`src/rtl/mxv_seq_pkg.sv`:
```
// mxv_seq_pkg: shared state/error encodings and default delimiters for the MxV frame sequencer.
package mxv_seq_pkg;
    typedef enum logic [2:0] {S_IDLE, S_CMD, S_LEN, S_PAYLOAD, S_END_CHK, S_ISSUE} seq_state_e;
    typedef enum logic [1:0] {
        ERR_NONE    = 2'b00,
        ERR_LEN     = 2'b01,
        ERR_END     = 2'b10,
        ERR_TIMEOUT = 2'b11
    } seq_err_e;
    localparam logic [7:0] DEF_START_BYTE = 8'hFE;
    localparam logic [7:0] DEF_END_BYTE   = 8'hEF;
endpackage

```
`src/rtl/mxv_frame_sequencer_if.sv`:
```
// mxv_frame_sequencer_if: UART byte input, payload output, command handshake and status of the sequencer.
interface mxv_frame_sequencer_if #(parameter int WORD_LENGTH = 8);
    logic                   rx_valid;
    logic [WORD_LENGTH-1:0] rx_data;
    logic                   cmd_ready;
    logic                   cmd_valid;
    logic [WORD_LENGTH-1:0] cmd_code;
    logic [WORD_LENGTH-1:0] cmd_length;
    logic                   payload_valid;
    logic [WORD_LENGTH-1:0] payload_data;
    logic [WORD_LENGTH-1:0] payload_index;
    logic                   frame_error;
    logic [1:0]             error_code;
    logic                   busy;
    modport master (
        input  rx_valid, rx_data, cmd_ready,
        output cmd_valid, cmd_code, cmd_length, payload_valid, payload_data, payload_index,
               frame_error, error_code, busy
    );
    modport slave (
        output rx_valid, rx_data, cmd_ready,
        input  cmd_valid, cmd_code, cmd_length, payload_valid, payload_data, payload_index,
               frame_error, error_code, busy
    );
endinterface

```
`src/rtl/mxv_frame_sequencer_frame_byte_counter.sv`:
```
// frame_byte_counter: payload position counter with sync clear, enable and last-byte flag.
module frame_byte_counter #(parameter int WIDTH = 8) (
    input  logic             clk,
    input  logic             reset,
    input  logic             enable,
    input  logic             sync_clear,
    input  logic [WIDTH-1:0] length,
    output logic [WIDTH-1:0] count,
    output logic             last
);
    always_ff @(posedge clk or negedge reset)
        if (!reset) count <= '0;
        else if (sync_clear) count <= '0;
        else if (enable) count <= count + 1'b1;
    assign last = count == length - 1'b1;
endmodule

```
`src/rtl/mxv_frame_sequencer.sv`:
```
// mxv_frame_sequencer: parses START,CMD,LEN,payload,END frames into payload strobes and a handshaked command.
// Optional inter-byte timeout (error 11) is built only when SEQ_TIMEOUT_EN is defined.
module mxv_frame_sequencer import mxv_seq_pkg::*; #(
    parameter int                     WORD_LENGTH = 8,
    parameter logic [WORD_LENGTH-1:0] START_BYTE  = WORD_LENGTH'(DEF_START_BYTE),
    parameter logic [WORD_LENGTH-1:0] END_BYTE    = WORD_LENGTH'(DEF_END_BYTE),
    parameter int                     MAX_LEN     = 16
`ifdef SEQ_TIMEOUT_EN
    , parameter int                   TIMEOUT_CYCLES = 1000
`endif
) (
    input logic                   clk,
    input logic                   reset,
    mxv_frame_sequencer_if.master bus
);
    typedef logic [WORD_LENGTH-1:0] word_t;
    seq_state_e state, state_n;
    seq_err_e   err, err_n;
    logic  cmd_valid, cmd_valid_n, payload_valid, payload_valid_n, frame_error, frame_error_n;
    word_t cmd_code, cmd_code_n, cmd_length, cmd_length_n;
    word_t payload_data, payload_data_n, payload_index, payload_index_n, count;
    logic  cnt_en, cnt_clr, last, timeout;

    frame_byte_counter #(.WIDTH(WORD_LENGTH)) u_cnt (
        .clk(clk), .reset(reset), .enable(cnt_en), .sync_clear(cnt_clr),
        .length(cmd_length), .count(count), .last(last)
    );

`ifdef SEQ_TIMEOUT_EN
    localparam int TW = $clog2(TIMEOUT_CYCLES + 1);
    logic [TW-1:0] timer;
    logic          counting;
    assign counting = state inside {S_CMD, S_LEN, S_PAYLOAD, S_END_CHK};
    // A byte arriving on the expiry cycle suppresses the timeout.
    assign timeout  = counting && !bus.rx_valid && timer == TW'(TIMEOUT_CYCLES - 1);
    always_ff @(posedge clk or negedge reset)
        if (!reset) timer <= '0;
        else if (bus.rx_valid || timeout) timer <= '0;
        else if (counting) timer <= timer + 1'b1;
`else
    assign timeout = 1'b0;
`endif

    always_ff @(posedge clk or negedge reset)
        if (!reset) begin
            state         <= S_IDLE;
            err           <= ERR_NONE;
            cmd_valid     <= 1'b0;
            cmd_code      <= '0;
            cmd_length    <= '0;
            payload_valid <= 1'b0;
            payload_data  <= '0;
            payload_index <= '0;
            frame_error   <= 1'b0;
        end else begin
            state         <= state_n;
            err           <= err_n;
            cmd_valid     <= cmd_valid_n;
            cmd_code      <= cmd_code_n;
            cmd_length    <= cmd_length_n;
            payload_valid <= payload_valid_n;
            payload_data  <= payload_data_n;
            payload_index <= payload_index_n;
            frame_error   <= frame_error_n;
        end

    always_comb begin
        state_n         = state;
        err_n           = err;
        cmd_valid_n     = cmd_valid;
        cmd_code_n      = cmd_code;
        cmd_length_n    = cmd_length;
        payload_valid_n = 1'b0;
        payload_data_n  = payload_data;
        payload_index_n = payload_index;
        frame_error_n   = 1'b0;
        cnt_en          = 1'b0;
        cnt_clr         = 1'b0;
        if (timeout) begin
            state_n       = S_IDLE;
            err_n         = ERR_TIMEOUT;
            frame_error_n = 1'b1;
        end else case (state)
            S_IDLE: state_n = bus.rx_valid && bus.rx_data == START_BYTE ? S_CMD : S_IDLE;
            S_CMD: if (bus.rx_valid) begin
                cmd_code_n = bus.rx_data;
                state_n    = S_LEN;
            end
            S_LEN: if (bus.rx_valid) begin
                if (bus.rx_data == '0 || bus.rx_data > word_t'(MAX_LEN)) begin
                    err_n         = ERR_LEN;
                    frame_error_n = 1'b1;
                    state_n       = S_IDLE;
                end else begin
                    cmd_length_n = bus.rx_data;
                    cnt_clr      = 1'b1;
                    state_n      = S_PAYLOAD;
                end
            end
            S_PAYLOAD: if (bus.rx_valid) begin
                payload_valid_n = 1'b1;
                payload_data_n  = bus.rx_data;
                payload_index_n = count;
                cnt_en          = !last;
                cnt_clr         = last;
                state_n         = last ? S_END_CHK : S_PAYLOAD;
            end
            S_END_CHK: if (bus.rx_valid) begin
                if (bus.rx_data == END_BYTE) begin
                    cmd_valid_n = 1'b1;
                    state_n     = S_ISSUE;
                end else begin
                    err_n         = ERR_END;
                    frame_error_n = 1'b1;
                    state_n       = S_IDLE;
                end
            end
            S_ISSUE: if (cmd_valid && bus.cmd_ready) begin
                cmd_valid_n = 1'b0;
                state_n     = S_IDLE;
            end
            default: state_n = S_IDLE;
        endcase
    end

    assign bus.cmd_valid     = cmd_valid;
    assign bus.cmd_code      = cmd_code;
    assign bus.cmd_length    = cmd_length;
    assign bus.payload_valid = payload_valid;
    assign bus.payload_data  = payload_data;
    assign bus.payload_index = payload_index;
    assign bus.frame_error   = frame_error;
    assign bus.error_code    = err;
    assign bus.busy          = state != S_IDLE;
endmodule
```
`src/flat_wrapper.sv`:
```
// flat-port wrapper written by rule: the top's interface ports become plain ports
module mxv_frame_sequencer_flat import mxv_seq_pkg::*;
#(
    parameter int                     WORD_LENGTH = 8,
    parameter logic [WORD_LENGTH-1:0] START_BYTE  = WORD_LENGTH'(DEF_START_BYTE),
    parameter logic [WORD_LENGTH-1:0] END_BYTE    = WORD_LENGTH'(DEF_END_BYTE),
    parameter int                     MAX_LEN     = 16

)
  (clk, reset, bus_rx_valid, bus_rx_data, bus_cmd_ready, bus_cmd_valid, bus_cmd_code, bus_cmd_length, bus_payload_valid, bus_payload_data, bus_payload_index, bus_frame_error, bus_error_code, bus_busy);
  mxv_frame_sequencer_if #(.WORD_LENGTH(WORD_LENGTH)) bus_i ();
  input logic clk;
  input logic reset;
  input wire logic [$bits(bus_i.rx_valid)-1:0] bus_rx_valid;
  input wire logic [$bits(bus_i.rx_data)-1:0] bus_rx_data;
  input wire logic [$bits(bus_i.cmd_ready)-1:0] bus_cmd_ready;
  output wire logic [$bits(bus_i.cmd_valid)-1:0] bus_cmd_valid;
  output wire logic [$bits(bus_i.cmd_code)-1:0] bus_cmd_code;
  output wire logic [$bits(bus_i.cmd_length)-1:0] bus_cmd_length;
  output wire logic [$bits(bus_i.payload_valid)-1:0] bus_payload_valid;
  output wire logic [$bits(bus_i.payload_data)-1:0] bus_payload_data;
  output wire logic [$bits(bus_i.payload_index)-1:0] bus_payload_index;
  output wire logic [$bits(bus_i.frame_error)-1:0] bus_frame_error;
  output wire logic [$bits(bus_i.error_code)-1:0] bus_error_code;
  output wire logic [$bits(bus_i.busy)-1:0] bus_busy;
  assign bus_i.rx_valid = bus_rx_valid;
  assign bus_i.rx_data = bus_rx_data;
  assign bus_i.cmd_ready = bus_cmd_ready;
  assign bus_cmd_valid = bus_i.cmd_valid;
  assign bus_cmd_code = bus_i.cmd_code;
  assign bus_cmd_length = bus_i.cmd_length;
  assign bus_payload_valid = bus_i.payload_valid;
  assign bus_payload_data = bus_i.payload_data;
  assign bus_payload_index = bus_i.payload_index;
  assign bus_frame_error = bus_i.frame_error;
  assign bus_error_code = bus_i.error_code;
  assign bus_busy = bus_i.busy;
  mxv_frame_sequencer #(.WORD_LENGTH(WORD_LENGTH), .START_BYTE(START_BYTE), .END_BYTE(END_BYTE), .MAX_LEN(MAX_LEN)) u_core (.clk(clk), .reset(reset), .bus(bus_i));
endmodule
```
`config.mk`:
```
export PLATFORM = sky130hd
export DESIGN_NAME = mxv_frame_sequencer_flat
export DESIGN_NICKNAME = d
export VERILOG_FILES = /design/src/rtl/mxv_seq_pkg.sv /design/src/rtl/mxv_frame_sequencer_if.sv /design/src/rtl/mxv_frame_sequencer_frame_byte_counter.sv /design/src/rtl/mxv_frame_sequencer.sv /design/src/flat_wrapper.sv
export SDC_FILE = /design/constraint.sdc
export NUM_CORES = 1
export LEC_CHECK = 0
export CAP_MARGIN = 20
export CORE_ASPECT_RATIO = 0.8
export CORE_MARGIN = 2
export CORE_UTILIZATION = 50
export CTS_CLUSTER_DIAMETER = 120
export CTS_CLUSTER_SIZE = 40
export DETAILED_ROUTE_END_ITERATION = 10
export GPL_TIMING_DRIVEN = 0
export PLACE_DENSITY = 0.78
export SETUP_SLACK_MARGIN = 0.15
export SYNTH_ARGS = -nofsm -noshare
export SYNTH_HDL_FRONTEND = slang
export SYNTH_SLANG_ARGS = --single-unit
```
`constraint.sdc`:
```
create_clock -name clk -period 2.8 [get_ports clk]
set_input_delay 0.42 -clock clk [delete_from_list [all_inputs] [get_ports clk]]
set_output_delay 0.42 -clock clk [all_outputs]
set_load 0.005 [all_outputs]
```
==> results of run 1 <==
[cell families (layout without fill, tap and decap cells)]
group	Yosys count	after routing	synth area share, %
AND/OR/NAND/NOR	66	66	15.3
buffers and inverters	22	80	3.93
multiplexers	28	28	13.3
XOR/XNOR	10	10	4.25
AO/OA/AOI/OAI	43	43	11.8
flip-flops	48	48	50.3
adder cells (fa/ha/maj)	2	2	1.05
[state kept, by name (all words and copies together), names as in the netlist]
name and cells:
u_core.bus.cmd_code 8, u_core.bus.cmd_length 8, u_core.bus.payload_data 8, u_core.bus.payload_index 8
u_core.u_cnt.count 8, u_core.state 3, u_core.bus.error_code 2, u_core.bus.cmd_valid 1
u_core.bus.frame_error 1, u_core.bus.payload_valid 1
[layer usage]
layer  part of all wire, %  GRT usage (%)
met3                   6.9           5.74
met5                     0              0
met4                   1.1           6.36
met2                    46           35.2
met1                    46           31.1
[area by class of cell]
cell class | instances | area (sq um)
repair buffers | 50 | 505
multi-input cells | 149 | 1090
plain buffers | 10 | 48.8
clock inverters | 2 | 35.0
well taps | 60 | 75.1
clock buffers | 6 | 72.6
fillers | 390 | 1520
flip-flops and latches | 48 | 1200
inverters | 12 | 45.0
[power breakdown]
group / switching [mW] / leakage, nW / internal, mW
clock: 0.224 / 0.0552 / 0.265
sequential: 0.00724 / 0.642 / 0.703
combinational: 0.0424 / 0.687 / 0.0480
[cells in the final DEF, fill, tap and decap left out, types with 3 or more instances in the layout]
cell,instances
a31oi_1,4
a21oi_1,9
and3_1,3
nand3_1,8
o22ai_1,3
nor3_1,5
buf_2,7
and2_1,4
inv_1,12
nand2_1,19
clkdlybuf4s50_1,48
mux2_2,26
or3_1,3
clkbuf_8,5
nand2b_1,4
clkbuf_2,3
xnor2_1,5
dfrtp_1,48
o21ai_0,10
nor2_1,6
xor2_1,4
[per-stage QoR]
step	worst slack, ns	setup TNS [ns]	hold slack [ns]	cells
floorplan	0.731	0	0.124	219
global placement	-0.0527	-2.40	0.469	328
detailed placement	0.175	0	0.406	329
CTS	0.425	0	0.0773	337
global route	0.225	0	0.0957	337
finish	0.399	0	0.0642	337
[final timing paths]
| check | end | from | slack [ns] | depth (start not counted) |
|---|---|---|---|---|
| hold / removal | u_core.u_cnt.count[2] | reset | 0.06 | 1 |
| setup reg to reg | u_core.u_cnt.count[4] | u_core.bus.cmd_length[0] | 0.40 | 10 |
| max in group asynchronous | u_core.bus.cmd_code[0] | reset | 2.22 | 2 |
| min in group clk | u_core.bus.payload_index[4] | u_core.bus.payload_index[4] | 0.48 | 2 |
| setup / recovery | u_core.u_cnt.count[4] | u_core.bus.cmd_length[0] | 0.40 | 10 |
| hold reg to reg | u_core.bus.payload_index[4] | u_core.bus.payload_index[4] | 0.48 | 2 |
[worst max-delay path: cells and delay by family, from the launching register on]
kind                     cells  cell delay (ns)
AO/OA/AOI/OAI                4             0.84
buffers and inverters        3             0.53
XOR/XNOR                     1             0.26
AND/OR/NAND/NOR              1             0.16
flip-flops                   1             0.38
adder cells (fa/ha/maj)      1             0.13
==> results.md, run 1 <==
- Outcome: finished clean
- Avg Cell Area, Syn: 10.9 sq um
- Cell with the most instances after synthesis: dfrtp_1
- Initial antenna violation count: 0
- Leak: 1.38 nW
- FFs w/ async S/R, synth: 100%
- Dominant cells by area after synthesis: dfrtp_1, mux2_2, nand2_1
- Final Total Pwr: 1.29 mW
- Maximum clock path buffer count: 2
- Tcrit/Tclk final: 85.7%
- Yosys reg bits: 48
- Nets: 290
- Fin. max-slew vios: 0
- Clock buffer count from CTS: 5
- Total number of vias: 1,917
- Initial DRC Count: 139
- Synth Warn #: 0
- Fin. Hold Viols: 0
- Post-synth cell types: 48
- CP max stage delay: 0.38 ns
- Crit path DAT: 2.60 ns
- Maximum vdd drop: 0.000289 V
- Row cnt: 22
- Die H: 65.8 microns
- CP cell instances: clkbuf_2 > inv_1 > ha_1 > buf_1 > xnor3_1 > a32o_1 > o2111ai_1 > a21o_2 > nand2_1 > o22ai_1
- Hold Path Class: in2async
- Remaining DRCs: 0
- Critical path endpoint category: flop
- Total Routed Length: 5.34 mm
- Top FF cell, synth: dfrtp_1
- CORE AREA: 4600 sq um
- Syn-to-layout area delta: 28.8%
- Num Clock Sinks: 48
- Drt via density: 5.69
- Syn Nets: 233
- Post-synth top area share: 50.3%
- Vias in the first global route: 1,933
- Largest net degree at the start of global routing: 30
- CTS root buf: clkbuf_8
- Post-cts resize count: 0
- Max Cap Viol: 0
- Fmax: 417 MHz
- Type of the worst setup path: reg2reg
- Reg clk slew, reported paths: 0.09 ns
- Pwr/cell area: 420 nW/um^2
- Final setup violation count: 0
- Final instance area: 3070 sq um
- Sequential element share of the synthesized area: 50.3%
- Crit-path max FO: 8
- Startpoint Class: flop
- First-pass GRT wire length: 9.14 mm
- Worst Clk Skew: 0.00711 ns
- Gpl congestion: 0.859
- Slew HR: 35.4%
- Final Util: 66.9%
- H-tree Lvls: 2
- Post-synth EDFFs: 0
- Layout cell share with drive strength beyond 1: 19.5%
- Worst skew pair latency: 0.30 ns
- RSZ-0062 raised after global routing: false
- Ant diodes: 0
- Routed wire length per instance: 15.8 microns
- Initial Utilization: 51.9%
- Mapped cell area: 2390 sq um
- IO Count: 50
- Grt ovf: 0
- DP Wirelength: 3.82 mm
- Syn Inst Count: 219
- # hold bufs at CTS: 0
- CTS tree: yes
- Cell area after placement: 2970 sq um
- Slowest stage cell, crit path: dfrtp_1
- Initial DRT Pass Iterations: 4
- Chip width: 81.2 microns
- Area leader, netlist: dfrtp_1
- Fin crit period: 2.40 ns
- Post-DRT Antenna Nets: 0
- Postcts setup bufs: 0
- PortBufs: 49
- Worst Tran Pin Value: 0.961 ns
- Most frequent cells after synthesis: dfrtp_1, mux2_2, nand2_1
- Die area: 5340 sq um
- Critical Path RT: 3.00 ns
- GR Util All Layers: 22.5%
(Power assumes the default switching activity.)
==> run 2: changes to the inputs <==
CORE_UTILIZATION = 51   (was 50)
CTS_CLUSTER_DIAMETER = default   (was 120)
PLACE_DENSITY = 0.8   (was 0.78)
==> results.md, run 2 (synthesized netlist as in run 1, its figures left out) <==
- Commonest non-fill, non-tap cells in the layout: clkdlybuf4s50_1, dfrtp_1, mux2_2 (unchanged)
- Drt via density: 5.61 (was 5.69)
- Final setup violation count: 0 (unchanged)
- Reg clk slew, reported paths: 0.09 ns (about the same)
- Post-cts resize count: 0 (unchanged)
- Slowest stage cell, crit path: dfrtp_1 (unchanged)
- CTS tree: yes (unchanged)
- Reg2reg start: u_core.bus.cmd_length[0] (unchanged)
- Die area: 5250 sq um (was 5340 sq um)
- Final instance area: 3060 sq um (was 3070 sq um)
- Multi-input combinational cell area: 1090 sq um (unchanged)
- Vias in the first global route: 1,829 (was 1,933)
- Total Routed Length: 5.32 mm (was 5.34 mm)
- Fin. Hold Viols: 0 (unchanged)
- Syn-to-layout area delta: 28.4% (was 28.8%)
- Hold_ws: 0.0492 ns (was 0.0642 ns)
- Fin crit period: 2.34 ns (was 2.40 ns)
- Chip width: 80.5 microns (was 81.2 microns)
- Crit-path max FO: 8 (unchanged)
- RSZ-0062 raised after global routing: false (unchanged)
- H-tree Lvls: 2 (unchanged)
- Internal reg-to-reg setup slack: 0.46 ns (was 0.40 ns)
- Total number of vias: 1,890 (was 1,917)
- Outcome: finished clean (unchanged)
- Initial antenna violation count: 0 (unchanged)
- Worst skew pair latency: 0.31 ns (was 0.30 ns)
- Cell area after placement: 2970 sq um (unchanged)
- PortBufs: 49 (unchanged)
- FILL cells: 372 (was 390)
- Die H: 65.2 microns (was 65.8 microns)
- Postcts setup bufs: 0 (unchanged)
- Type of the worst setup path: reg2reg (unchanged)
- Worst R2R End: u_core.u_cnt.count[4] (unchanged)
- Critical Path RT: 3.03 ns (was 3.00 ns)
- Maximum vdd drop: 0.000345 V (was 0.000289 V)
- Nets: 290 (unchanged)
- CTS root buf: clkbuf_8 (unchanged)
- First-pass GRT wire length: 8.96 mm (was 9.14 mm)
- Num Clock Sinks: 48 (unchanged)
- CORE AREA: 4540 sq um (was 4600 sq um)
- Ant diodes: 0 (unchanged)
- Gpl congestion: 0.840 (was 0.859)
- Leak: 1.38 nW (about the same)
- Crit path DAT: 2.57 ns (was 2.60 ns)
- Worst Clk Skew: 0.00565 ns (was 0.00711 ns)
- Post-DRT Antenna Nets: 0 (unchanged)
- Worst-case reg-to-reg path depth: 10 (unchanged)
- Initial Utilization: 52.5% (was 51.9%)
- Initial DRT Pass Iterations: 6 (was 4)
- Routed wire length per instance: 15.8 microns (about the same)
- Layout cell share with drive strength beyond 1: 19.9% (was 19.5%)
- Final Util: 67.4% (was 66.9%)
- Critical path endpoint category: flop (unchanged)
- Grt ovf: 0 (unchanged)
- Row cnt: 22 (unchanged)
- Reg area: 1200 sq um (unchanged)
- Remaining DRCs: 0 (unchanged)
- IO Count: 50 (unchanged)
- Clock buffer count from CTS: 5 (unchanged)
- GR Util All Layers: 22.4% (was 22.5%)
- Hold Path Class: in2async (unchanged)
- Max Cap Viol: 0 (unchanged)
- CP cell instances: clkbuf_2 > inv_1 > ha_1 > buf_1 > xnor3_1 > a32o_1 > o2111ai_1 > a21o_2 > nand2_1 > o22ai_1 (unchanged)
- Worst Tran Pin Value: 0.940 ns (was 0.961 ns)
- Maximum clock path buffer count: 2 (unchanged)
- Largest net degree at the start of global routing: 30 (unchanged)
- Startpoint Class: flop (unchanged)
- Fmax: 427 MHz (was 417 MHz)
- Fin. max-slew vios: 0 (unchanged)
- # hold bufs at CTS: 0 (unchanged)
- DP Wirelength: 3.90 mm (was 3.82 mm)
- Tcrit/Tclk final: 83.7% (was 85.7%)
- Slew HR: 36.8% (was 35.4%)
- Finished Layout Cells: 337 (unchanged)
- Pwr/cell area: 405 nW/um^2 (was 420 nW/um^2)
- Inst Count DP: 329 (unchanged)
- CP max stage delay: 0.38 ns (about the same)
- Initial DRC Count: 104 (was 139)
run 2: critical path: cells and delay by family (launching register included):
family	cells	cell delay [ns]
DFF	1	0.38
xor gates and xnor gates	1	0.26
AOI/OAI and AO/OA	4	0.79
adders and majority gates	1	0.13
and+or+nand+nor	1	0.17
buffers and inverters	3	0.53
run 2: area by class of cell:
type | instances | share of cell area (%)
Buffer | 10 | 1.59
Clock buffer | 6 | 2.70
Clock inverter | 2 | 0.449
Inverter | 12 | 1.47
Multi-Input combinational cell | 149 | 35.6
Sequential cell | 48 | 39.2
Tap cell | 60 | 2.45
Timing Repair Buffer | 50 | 16.5
run 2: how the worst max path moves through the flow:
| stage | cells after the start | end | start | slack (ns) |
|---|---|---|---|---|
| after detailed placement | 7 | u_core.bus.cmd_length[0] | bus_rx_data[1] | 0.14 |
| after floorplan | 10 | u_core.u_cnt.count[6] | u_core.bus.cmd_length[0] | 0.73 |
| after global routing | 10 | u_core.u_cnt.count[4] | u_core.bus.cmd_length[0] | 0.24 |
| final | 10 | u_core.u_cnt.count[4] | u_core.bus.cmd_length[0] | 0.46 |
| after CTS | 7 | u_core.bus.cmd_length[4] | bus_rx_data[1] | 0.48 |
| after global placement | 1 | u_core.bus.cmd_code[5] | reset | -0.04 |
run 2: routing by layer:
metal	wire length, microns	track usage, %	up-vias
li1	-	-	905
met1	2340	30.6	904
met2	2440	34.8	77
met3	488	6.18	4
met4	42	6.99	0
met5	0	0	-
run 2: report_power, final:
group,total (mW),internal [mW],leakage (nW),switching [mW]
Clock,0.439,0.202,0.0516,0.237
Combinational,0.0906,0.0481,0.687,0.0425
Sequential,0.710,0.703,0.642,0.00641
Total,1.24,0.954,1.38,0.286
run 2: through the flow:
stage | setup WS (ns) | setup TNS (ns) | power [mW]
finish | 0.457 | 0 | 1.24
global route | 0.239 | 0 | 1.28
CTS | 0.476 | 0 | 1.25
detailed placement | 0.142 | 0 | 0.815
global placement | -0.0357 | -1.60 | 0.811
floorplan | 0.731 | 0 | 0.749
